===== config.mk =====
export PLATFORM = sky130hd
export DESIGN_NAME = dc_port_arb
export DESIGN_NICKNAME = d
export VERILOG_FILES = /design/src/rtl/dc_port_arb.sv
export SDC_FILE = /design/constraint.sdc
export NUM_CORES = 1
export LEC_CHECK = 0
export ABC_CLOCK_PERIOD_IN_PS = 3200
export CAP_MARGIN = 20
export CORE_AREA = 5 5 111 113
export CTS_CLUSTER_DIAMETER = 80
export DETAILED_ROUTE_END_ITERATION = 10
export DIE_AREA = 0 0 116 118
export MAX_ROUTING_LAYER = met4
export PLACE_DENSITY = 0.81
export SLEW_MARGIN = 15
export SYNTH_ARGS = -nofsm -noshare
export SYNTH_HDL_FRONTEND = slang
export SYNTH_SLANG_ARGS = --single-unit

===== constraint.sdc =====
create_clock -name clk -period 3.2 [get_ports clk]
set_input_delay 0.64 -clock clk [delete_from_list [all_inputs] [get_ports clk]]
set_output_delay 0.64 -clock clk [all_outputs]
set_load 0.05 [all_outputs]

===== src/rtl/dc_port_arb.sv =====
// Two-requester arbiter for the dcache port: the LSQ and an aux load-only client.
// Tracks outstanding LSQ loads, drops responses squashed by a flush, and bounds aux wait time.
module dc_port_arb #(
    parameter int STARVE_LIMIT = 8,
    parameter int CW           = 4
) (
    input  logic        clk,
    input  logic        rst,
    input  logic        lsq_dc_req,
    input  logic [3:0]  lsq_dc_op,
    input  logic [31:0] lsq_dc_addr,
    input  logic [3:0]  lsq_dc_lsqid,
    input  logic [31:0] lsq_dc_wdata,
    input  logic        lsq_dc_flush,
    output logic        dcache_lsq_ready,
    output logic        dcache_lsq_valid,
    output logic        dcache_lsq_error,
    output logic [3:0]  dcache_lsq_lsqid,
    output logic [31:0] dcache_lsq_rdata,
    input  logic        aux_req,
    input  logic [31:0] aux_addr,
    output logic        aux_ready,
    output logic        aux_valid,
    output logic        aux_error,
    output logic [31:0] aux_rdata,
    output logic        arb_dc_req,
    output logic [3:0]  arb_dc_op,
    output logic [31:0] arb_dc_addr,
    output logic [4:0]  arb_dc_tag,
    output logic [31:0] arb_dc_wdata,
    output logic        arb_dc_flush,
    input  logic        dc_arb_ready,
    input  logic        dc_arb_valid,
    input  logic        dc_arb_error,
    input  logic [4:0]  dc_arb_tag,
    input  logic [31:0] dc_arb_rdata
);

    logic [15:0]   ld_pend, ld_pend_nxt;
    logic [15:0]   stale, stale_nxt;
    logic          aux_pend;
    logic [CW-1:0] starve;

    logic       lsq_is_load, lsq_elig, aux_elig;
    logic       lsq_win, aux_win, lsq_beat, aux_beat;
    logic       rsp_aux, rsp_lsq, rsp_stale;
    logic [3:0] rsp_id;

    assign lsq_is_load = ~lsq_dc_op[0];
    assign lsq_elig    = lsq_dc_req & ~lsq_dc_flush & ~(lsq_is_load & stale[lsq_dc_lsqid]);
    assign aux_elig    = aux_req & ~aux_pend;

    // Aux only pre-empts the LSQ once it has waited the full starvation window.
    assign aux_win  = aux_elig & (~lsq_elig | (starve == CW'(STARVE_LIMIT)));
    assign lsq_win  = lsq_elig & ~aux_win;
    assign lsq_beat = lsq_win & dc_arb_ready;
    assign aux_beat = aux_win & dc_arb_ready;

    assign arb_dc_req   = lsq_elig | aux_elig;
    assign arb_dc_op    = aux_win ? 4'b0100 : lsq_dc_op;
    assign arb_dc_addr  = aux_win ? aux_addr : lsq_dc_addr;
    assign arb_dc_tag   = aux_win ? 5'b10000 : {1'b0, lsq_dc_lsqid};
    assign arb_dc_wdata = aux_win ? 32'h0 : lsq_dc_wdata;
    assign arb_dc_flush = lsq_dc_flush;

    assign dcache_lsq_ready = lsq_beat;
    assign aux_ready        = aux_beat;

    assign rsp_id    = dc_arb_tag[3:0];
    assign rsp_aux   = dc_arb_valid & dc_arb_tag[4];
    assign rsp_lsq   = dc_arb_valid & ~dc_arb_tag[4];
    assign rsp_stale = stale[rsp_id];

    assign dcache_lsq_valid = rsp_lsq & ~rsp_stale;
    assign dcache_lsq_error = dcache_lsq_valid & dc_arb_error;
    assign dcache_lsq_lsqid = dcache_lsq_valid ? rsp_id : 4'h0;
    assign dcache_lsq_rdata = dcache_lsq_valid ? dc_arb_rdata : 32'h0;

    assign aux_valid = rsp_aux;
    assign aux_error = rsp_aux & dc_arb_error;
    assign aux_rdata = rsp_aux ? dc_arb_rdata : 32'h0;

    // Order matters: a response clears before a same-cycle beat sets (id reuse),
    // and a response clear overrides a same-cycle flush marking.
    always_comb begin
        ld_pend_nxt = ld_pend;
        stale_nxt   = stale;
        if (lsq_dc_flush)
            stale_nxt = stale | ld_pend;
        if (rsp_lsq) begin
            ld_pend_nxt[rsp_id] = 1'b0;
            stale_nxt[rsp_id]   = 1'b0;
        end
        if (lsq_beat && lsq_is_load)
            ld_pend_nxt[lsq_dc_lsqid] = 1'b1;
    end

    always_ff @(posedge clk) begin
        if (rst) begin
            ld_pend  <= '0;
            stale    <= '0;
            aux_pend <= 1'b0;
            starve   <= '0;
        end else begin
            ld_pend <= ld_pend_nxt;
            stale   <= stale_nxt;
            if (aux_beat)
                aux_pend <= 1'b1;
            else if (rsp_aux)
                aux_pend <= 1'b0;
            if (!aux_req || aux_beat)
                starve <= '0;
            else if (starve != CW'(STARVE_LIMIT))
                starve <= starve + CW'(1);
        end
    end

endmodule


[Word level (Yosys, flattened, before mapping)]
Cells that the tools add are included.
Storage, ports and cells
  input bits: 149
  output and inout bits: 149
  register bits: 37
Cells by class
  equal/unequal tests: 2
  multiplexer cells: 21
  bitwise logic cells: 28
  $add $sub $neg: 1
  reduce and logical (&&, ||, !) cells: 7
  order comparisons: 4
Operators with widths (count)
  two-way mux 32 bit: 4
  two-way mux 16 bit: 4
  AND 16 bit: 2
  OR 16 bit: 2
  NOT 16 bit: 1
  AND 1 bit: 13
  < comparator 4 x 5 -> 1 bit (second input constant): 2
  binary-select mux 1 bit (select 4 bit): 2
  demux 1 bit (select 4 bit): 2
  greater-or-equal comparator 4 x 1 -> 1 bit (second input constant): 2
  two-way mux 4 bit: 2
  NOT 1 bit: 8
  two-way mux 1 bit: 6
  two-way mux 5 bit: 1
  adder 4 x 1 -> 4 bit (second input constant): 1
  equality test 4 bit (second input constant): 1
  inequality test 4 bit (second input constant): 1
  logical AND 1 bit: 3
  OR 1 bit: 2
  nonzero test 2 bit: 1
  OR reduction 2 bit: 1
  logical NOT 1 bit: 1
  logical OR 1 bit: 1

[Logic depth before layout (Yosys ltp)]
Gate-level depths: netlist (run 1).
  word-level depth: 13
  mapped depth: 9

[Worst setup path after synthesis (run 1)]
OpenSTA, ideal clock, no wires.
  path kind: in2out
  start point: input port lsq_dc_lsqid[1]
  end point: output port dcache_lsq_ready
  data required time: 2560 ps
  path buffers: 2
  slack: -1348 ps
  stages on the path: 7
  arrival: 3908 ps
  cell sequence: buf_2 > buf_4 > mux2i_1 > nand2_1 > nand3_1 > nand2_1 > a2111oi_0
On the way
  longest elaborated chain between the ends: 11
RTL lines
  from (decl): line 12  | input logic [3:0] lsq_dc_lsqid,
  binary-select mux 1 bit (select 4 bit) (*): line 50  | assign lsq_elig = lsq_dc_req & ~lsq_dc_flush & ~(lsq_is_load & stale[lsq_dc_lsqid]);
  two-way mux 1 bit (not written as such) (*): line 50
  AND 1 bit (*): line 50
  NOT 1 bit (*): line 50
  AND 1 bit (*): line 50
  NOT 1 bit: line 54  | assign aux_win = aux_elig & (~lsq_elig | (starve == CW'(STARVE_LIMIT)));
  OR 1 bit: line 54
  AND 1 bit: line 54
  NOT 1 bit: line 55  | assign lsq_win = lsq_elig & ~aux_win;
  AND 1 bit (*): line 55
  AND 1 bit (*): line 56  | assign lsq_beat = lsq_win & dc_arb_ready;
  to (decl): line 15  | output logic dcache_lsq_ready,
Every way passes the cells marked *; elsewhere a longest branch is shown, timed or not. The select of a mux whose other input is x is not followed.

[Worst setup path after layout (run 1)]
  start point: input port dc_arb_tag[3]
  end point: output port dcache_lsq_rdata[27]
On the way
  longest elaborated chain between the ends: 5
RTL lines
  from (decl): line 35  | input logic [4:0] dc_arb_tag,
  binary-select mux 1 bit (select 4 bit): line 72  | assign rsp_stale = stale[rsp_id];
  two-way mux 1 bit (not written as such): line 72
  NOT 1 bit: line 74  | assign dcache_lsq_valid = rsp_lsq & ~rsp_stale;
  AND 1 bit: line 74
  two-way mux 32 bit: line 77  | assign dcache_lsq_rdata = dcache_lsq_valid ? dc_arb_rdata : 32'h0;
  to (decl): line 19  | output logic [31:0] dcache_lsq_rdata,
Every way passes these cells. The select of a mux whose other input is x is not followed.

==> impl_metrics.env, run 1 <==
export IMPL_synth_commonest_cells="71 x and3_1, 42 x and2_1, 37 x dfxtp_1, 33 x mux2_1, 30 x a21oi_1"
export IMPL_p_total_mw=2.43
export IMPL_worst_pin_slew_ns=0.695
export IMPL_synth_top_cell_area_share=0.238
export IMPL_ant_nets=0
export IMPL_cts_tree="done"
export IMPL_numCtsBuffers=5
export IMPL_hold_path_class="flip-flop to flip-flop"
export IMPL_wl_per_cell_um=21.0
export IMPL_h_tree_depth=2
export IMPL_syn_instance_count=377
export IMPL_synthArstFlopShare=0
export IMPL_synth_area_top_cells="dfxtp_1 24%, and3_1 14%, mux2_1 12%, and2_1 8.4%, a21oi_1 4.8%"
export IMPL_rsz0062_at_grt="yes"
export IMPL_core_um2=11200
export IMPL_period_share=0.987
export IMPL_io_pins=298
export IMPL_cp_max_fo=19
export IMPL_avgSynthCellArea_um2=8.26
export IMPL_reg2reg_from="starve[1]"
export IMPL_avgViaCountPerCell=5.06
export IMPL_detailed_place_hpwl_um=13900
export IMPL_seq_area_um2=741
export IMPL_overflow=0
export IMPL_start_util=0.278
export IMPL_crit_path_start_kind="input pin"
export IMPL_worstPathArrival_ns=2.52
export IMPL_cp_slowest_stage_delay_ns=0.49
export IMPL_end_kind="output pin"
export IMPL_path_buf_inv=5
export IMPL_slowest_stage="clkdlybuf4s50_1"
export IMPL_synth_edff_count=0
export IMPL_reg2reg_slack_ns=0.92
export IMPL_multi_input_area_um2=2340
export IMPL_yosysWarnings=0
export IMPL_setup_violations=0
export IMPL_cap_violations=0
export IMPL_die_x_um=116
export IMPL_criticalPathCategory="input pin to output pin"
export IMPL_maxSlewHeadroom=0.536
export IMPL_grt_max_degree=39
export IMPL_cp_required_ns=2.56
export IMPL_cts_sinks=37
export IMPL_io_buffers=297
export IMPL_dieArea_um2=13700
export IMPL_ys_seq_area_frac=0.238
export IMPL_place_gp_congestion=0.947
export IMPL_num_vias=4273
export IMPL_crit_chain="clkdlybuf4s50_1 -> nor2_1 -> a22o_1 -> a211oi_4 -> buf_4 -> buf_6 -> buf_16 -> and2_2 -> buf_12"
export IMPL_ys_types=48
export IMPL_synth_net_count=528
export IMPL_drtIter0Drc=253
export IMPL_insertion_delay_ns=0.28
export IMPL_die_y_um=118
export IMPL_rows=39
export IMPL_yosysMostFrequentCell="and3_1"
export IMPL_antenna_found_initial=1
export IMPL_grt_pass1_wl_um=26200
export IMPL_grt_pass1_vias=4567
export IMPL_drive_above_1_share=0.399
export IMPL_cts_hold_buf=0
export IMPL_synth_main_ff_cell="dfxtp_1"
export IMPL_max_freq_mhz=317
export IMPL_clockRootBuffer="clkbuf_16"
export IMPL_p_per_area_nw_per_um2=316
export IMPL_slew_viol_final=0
export IMPL_grt_use_total=0.251
export IMPL_min_to="ld_pend[10]"
export IMPL_period_minus_slack_ns=3.16
export IMPL_nFillCells=808
export IMPL_p_leak_nw=3.42
export IMPL_status="completed"
export IMPL_peakVddDrop_uv=261
export IMPL_drcViolationCount=0
export IMPL_reg2regPathDepth=7
export IMPL_clkTransAtPathRegs_ns=0.06
export IMPL_routed_wl_um=17700
export IMPL_synth_area_leader_cell="dfxtp_1"
export IMPL_syn2layout_area_growth_pct=147
export IMPL_reg2reg_to="ld_pend[12]"
export IMPL_synth_area_um2=3120
export IMPL_timing_hold_ws_ns=0.462
export IMPL_worstHoldPathCells=2
export IMPL_first_pass_iters=5
export IMPL_ys_seq_elements=37
export IMPL_layout_nets=850
export IMPL_hold_start="ld_pend[10]"
export IMPL_cp_top_family="buffers and inverters"
export IMPL_finalHoldViolCount=0
export IMPL_finalClockSkew_ns=0.00479
export IMPL_cts_buffer_depth=2
[timing repair]
action,CTS,global route
endpoints found under the hold margin,0,0
gates resized for setup,86,21
endpoints found under the setup margin,110,66
cloned,6,0
buffers inserted,12,3
pin swaps,5,7
[metrics by stage]
step / instances / utilization / TNS (ns) / instance area (um^2) / setup WS (ns)
detailed placement: 816 / 0.624 / -32.48 / 7000 / -0.373
global route: 844 / 0.684 / -0.0873 / 7680 / -0.0174
floorplan: 377 / - / -0.00943 / 3130 / -0.00943
finish: 844 / 0.684 / 0 / 7680 / 0.0408
global placement: 816 / 0.624 / -27.41 / 7000 / -0.313
CTS: 842 / 0.683 / -0.655 / 7660 / -0.0518
[kinds of logic (layout without fill, tap and decap cells)]
| kind of cell | Yosys count | after routing | share of synthesized area |
|---|---|---|---|
| AO/OA/AOI/OAI | 63 | 63 | 0.134 |
| other | 0 | 1 | 0 |
| buffers and inverters | 43 | 366 | 0.0683 |
| adder cells (fa/ha/maj) | 2 | 2 | 0.00803 |
| AND/OR/NAND/NOR | 179 | 179 | 0.353 |
| flip-flops | 37 | 37 | 0.238 |
| multiplexers | 51 | 51 | 0.194 |
| XOR/XNOR | 2 | 2 | 0.00562 |
[per-layer routing]
layer / vias to the layer above / part of all wire / global-route usage
li1: 1991 / - / -
met2: 213 / 0.54 / 0.453
met5: - / 0 / -
met3: 46 / 0.076 / 0.0530
met1: 2023 / 0.35 / 0.265
met4: 0 / 0.037 / 0.0885
[cell usage in the layout (no fill, tap or decap), drive strengths merged, types with 2 or more instances in the layout]
cell type	synthesis	final
buf	18	206
clkdlybuf4s50	0	140
and3	71	71
and2	42	42
dfxtp	37	37
mux2	34	34
a21oi	30	30
nor2b	23	23
a22o	13	13
mux2i	13	13
nand2	11	11
nor2	8	8
inv	7	7
clkbuf	18	7
nand3	6	6
nor3b	5	5
mux4	4	4
a31oi	4	4
o21ai	3	3
nand2b	2	2
a22oi	2	2
nand4	2	2
or2	2	2
xnor2	2	2
ha	2	2
dlymetal6s2s	0	2
a211oi	2	2
nor3	2	2
[where the power goes]
group / internal (mW) / total (mW) / leakage [nW] / switching, mW
combinational: 0.634 / 1.38 / 3.04 / 0.748
sequential: 0.464 / 0.468 / 0.298 / 0.00379
clock: 0.389 / 0.578 / 0.0831 / 0.190
total: 1.49 / 2.43 / 3.42 / 0.942
[sequential cells by signal, indices dropped and copies added (netlist names)]
name	cells
ld_pend	16
aux_pend	1
stale	16
starve	4
[how the worst max path moves through the flow]
stage,from,to,slack [ns],cells after the start
floorplan,lsq_dc_lsqid[1],dcache_lsq_ready,-0.009,7
global placement,dc_arb_tag[0],dcache_lsq_lsqid[0],-0.31,8
detailed placement,dc_arb_tag[0],dcache_lsq_rdata[18],-0.37,8
CTS,lsq_dc_lsqid[1],arb_dc_addr[18],-0.05,10
global route,dc_arb_tag[3],dcache_lsq_rdata[28],-0.02,9
finish,dc_arb_tag[3],dcache_lsq_rdata[27],0.04,9
[tightest hold or removal path, stage by stage (launching register included)]
cell,delay (ns)
dfxtp_1,0.31
nand2_1,0.05
o21ai_1,0.06
[area by class of cell]
cell class,instances,share of cell area
flip-flops and latches,37,0.0964
clock buffers,6,0.0181
repair buffers,351,0.548
inverters,7,0.00342
well taps,143,0.0233
diodes,1,0.000326
clock inverters,2,0.00489
multi-input cells,297,0.305
(Power assumes the default switching activity.)
==> run 2: changes to the inputs <==
--- a/config.mk
+++ b/config.mk
@@ -7,12 +7,13 @@
 export LEC_CHECK = 0
 export ABC_CLOCK_PERIOD_IN_PS = 3200
 export CAP_MARGIN = 20
-export CORE_AREA = 5 5 111 113
-export CTS_CLUSTER_DIAMETER = 80
+export CORE_AREA = 5 5 113 115
+export CTS_CLUSTER_DIAMETER = 30
 export DETAILED_ROUTE_END_ITERATION = 10
-export DIE_AREA = 0 0 116 118
+export DIE_AREA = 0 0 118 120
 export MAX_ROUTING_LAYER = met4
-export PLACE_DENSITY = 0.81
+export PLACE_DENSITY = 0.78
+export SETUP_SLACK_MARGIN = 0.15
 export SLEW_MARGIN = 15
 export SYNTH_ARGS = -nofsm -noshare
 export SYNTH_HDL_FRONTEND = slang
==> run 2 against run 1 <==
Compared with the run above: the flow now finishes with violations (negative setup slack); total power rose by 6.2%; non-clock buffer count up 20; final area grew 12%; wire length grew 17%; clock skew increased by 0.0015 ns; setup slack worse by 0.19 ns; largest power group unchanged; final cell count up 3.1%.
==> impl_metrics.env, run 2 (synthesis results as in run 1) <==
export IMPL_status="complete, but fails checks"
export IMPL_violations="negative setup slack"
export IMPL_avgViaCountPerCell=5.22
export IMPL_numCtsBuffers=5
export IMPL_die_x_um=118
export IMPL_finalHoldViolCount=0
export IMPL_drcViolationCount=0
export IMPL_reg2reg_slack_ns=1.00
export IMPL_p_per_area_nw_per_um2=300
export IMPL_fin_ws_ns=-0.147
export IMPL_io_pins=298
export IMPL_cts_tree="done"
export IMPL_num_vias=4545
export IMPL_cap_violations=0
export IMPL_wl_per_cell_um=23.9
export IMPL_max_freq_mhz=299
export IMPL_worst_pin_slew_ns=0.689
export IMPL_io_buffers=297
export IMPL_clockRootBuffer="clkbuf_16"
export IMPL_crit_chain="buf_6 -> buf_8 -> mux4_2 -> mux2_4 -> a211oi_4 -> buf_4 -> buf_6 -> buf_12 -> clkbuf_16 -> and2_4 -> buf_12"
export IMPL_finalClockSkew_ns=0.00625
export IMPL_slew_viol_final=0
export IMPL_cts_hold_buf=0
export IMPL_grtUsageMet1=0.281
export IMPL_ant_nets=0
export IMPL_gr_usage_met2=0.482
export IMPL_rsz0062_at_grt="yes"
export IMPL_path_buf_inv=7
export IMPL_antenna_found_initial=3
export IMPL_rows=40
export IMPL_stdcell_area_um2=8580
export IMPL_final_common_cell="clkdlybuf4s50_1"
export IMPL_timing_hold_ws_ns=0.442
export IMPL_h_tree_depth=2
export IMPL_slowest_stage="mux4_2"
export IMPL_worstPathArrival_ns=2.71
export IMPL_crit_path_start_kind="input pin"
export IMPL_end_kind="output pin"
export IMPL_cp_max_fo=6
export IMPL_die_y_um=120
export IMPL_grt_pass1_wl_um=28600
export IMPL_cts_sinks=37
export IMPL_cts_buffer_depth=2
export IMPL_drive_above_1_share=0.489
export IMPL_core_um2=11700
export IMPL_period_minus_slack_ns=3.35
export IMPL_met3_usage=0.0528
export IMPL_placedInstanceArea_um2=7060
export IMPL_place_gp_congestion=0.977
export IMPL_detailed_place_hpwl_um=13900
export IMPL_insertion_delay_ns=0.28
export IMPL_setup_violations=38
export IMPL_routed_wl_um=20800
export IMPL_first_pass_iters=5
export IMPL_hold_path_class="flip-flop to flip-flop"
export IMPL_syn2layout_area_growth_pct=176
export IMPL_top_usage_layer="met2"
export IMPL_final_cell_mix="140 x clkdlybuf4s50_1, 87 x buf_12, 56 x buf_6, 43 x and3_1, 42 x buf_4"
export IMPL_drtIter0Drc=255
export IMPL_pre_cts_ws_ns=-0.384
export IMPL_grt_use_total=0.263
export IMPL_p_leak_nw=3.76
export IMPL_cp_required_ns=2.56
export IMPL_period_share=1.05
export IMPL_criticalPathCategory="input pin to output pin"
export IMPL_cp_top_family="buffers and inverters"
export IMPL_grt_max_degree=39
export IMPL_grt_pass1_vias=4639
export IMPL_maxSlewHeadroom=0.539
export IMPL_dieArea_um2=14200
export IMPL_start_util=0.266
export IMPL_peakVddDrop_uv=280
export IMPL_top_regs="ld_pend (16), stale (16), starve (4)"
export IMPL_layout_nets=870
export IMPL_overflow=0
export IMPL_cp_slowest_stage_delay_ns=0.51
export IMPL_clkTransAtPathRegs_ns=0.05
## run 2: area by class of cell
class	instances	area, um^2
clock inverters	2	10.0
repair buffers	371	4880
well taps	147	184
fillers	744	3130
flip-flops and latches	37	741
diodes	3	7.51
clock buffers	6	129
inverters	7	26.3
multi-input cells	297	2610
## run 2: worst paths after layout
path	startpoint	end	cells past startpoint
min	ld_pend[10]	ld_pend[10]	2
max reg2reg	starve[0]	ld_pend[13]	7
min reg2reg	ld_pend[10]	ld_pend[10]	2
max	dc_arb_tag[0]	dcache_lsq_rdata[3]	11
## run 2: worst min-delay path, delay by kind of cell, from the launching register on
kind	cells	cell delay, ns
AND/OR/NAND/NOR	1	0.05
AO/OA/AOI/OAI	1	0.05
flip-flops	1	0.30
## run 2: metrics by stage
step                      TNS, ns  instances  utilization  total power, mW
after CTS                   -1.98        859        0.693             2.45
after global placement     -24.94        818        0.602             1.75
final                       -3.79        870        0.733             2.58
after global routing        -4.48        870        0.733             2.66
after floorplan                 0        377            -             1.16
after detailed placement   -28.38        818        0.602             1.76
## run 2: where the power goes
group | internal, mW | switching, mW | total [mW]
Clock | 0.286 | 0.185 | 0.470
Sequential | 0.464 | 0.00374 | 0.468
Combinational | 0.818 | 0.823 | 1.64
## run 2: what timing repair did
| item | CTS | global route |
|---|---|---|
| endpoints found under the setup margin | 112 | 109 |
| gates cloned | 9 | 5 |
| buffers inserted | 24 | 3 |
| resized for setup | 172 | 88 |
| pin swaps | 18 | 7 |
## run 2: layer usage
layer / vias to the layer above / wire [um]
met2: 234 / 11200
met1: 2199 / 7400
li1: 2046 / -
met4: 0 / 860
met5: - / 0
met3: 66 / 1330
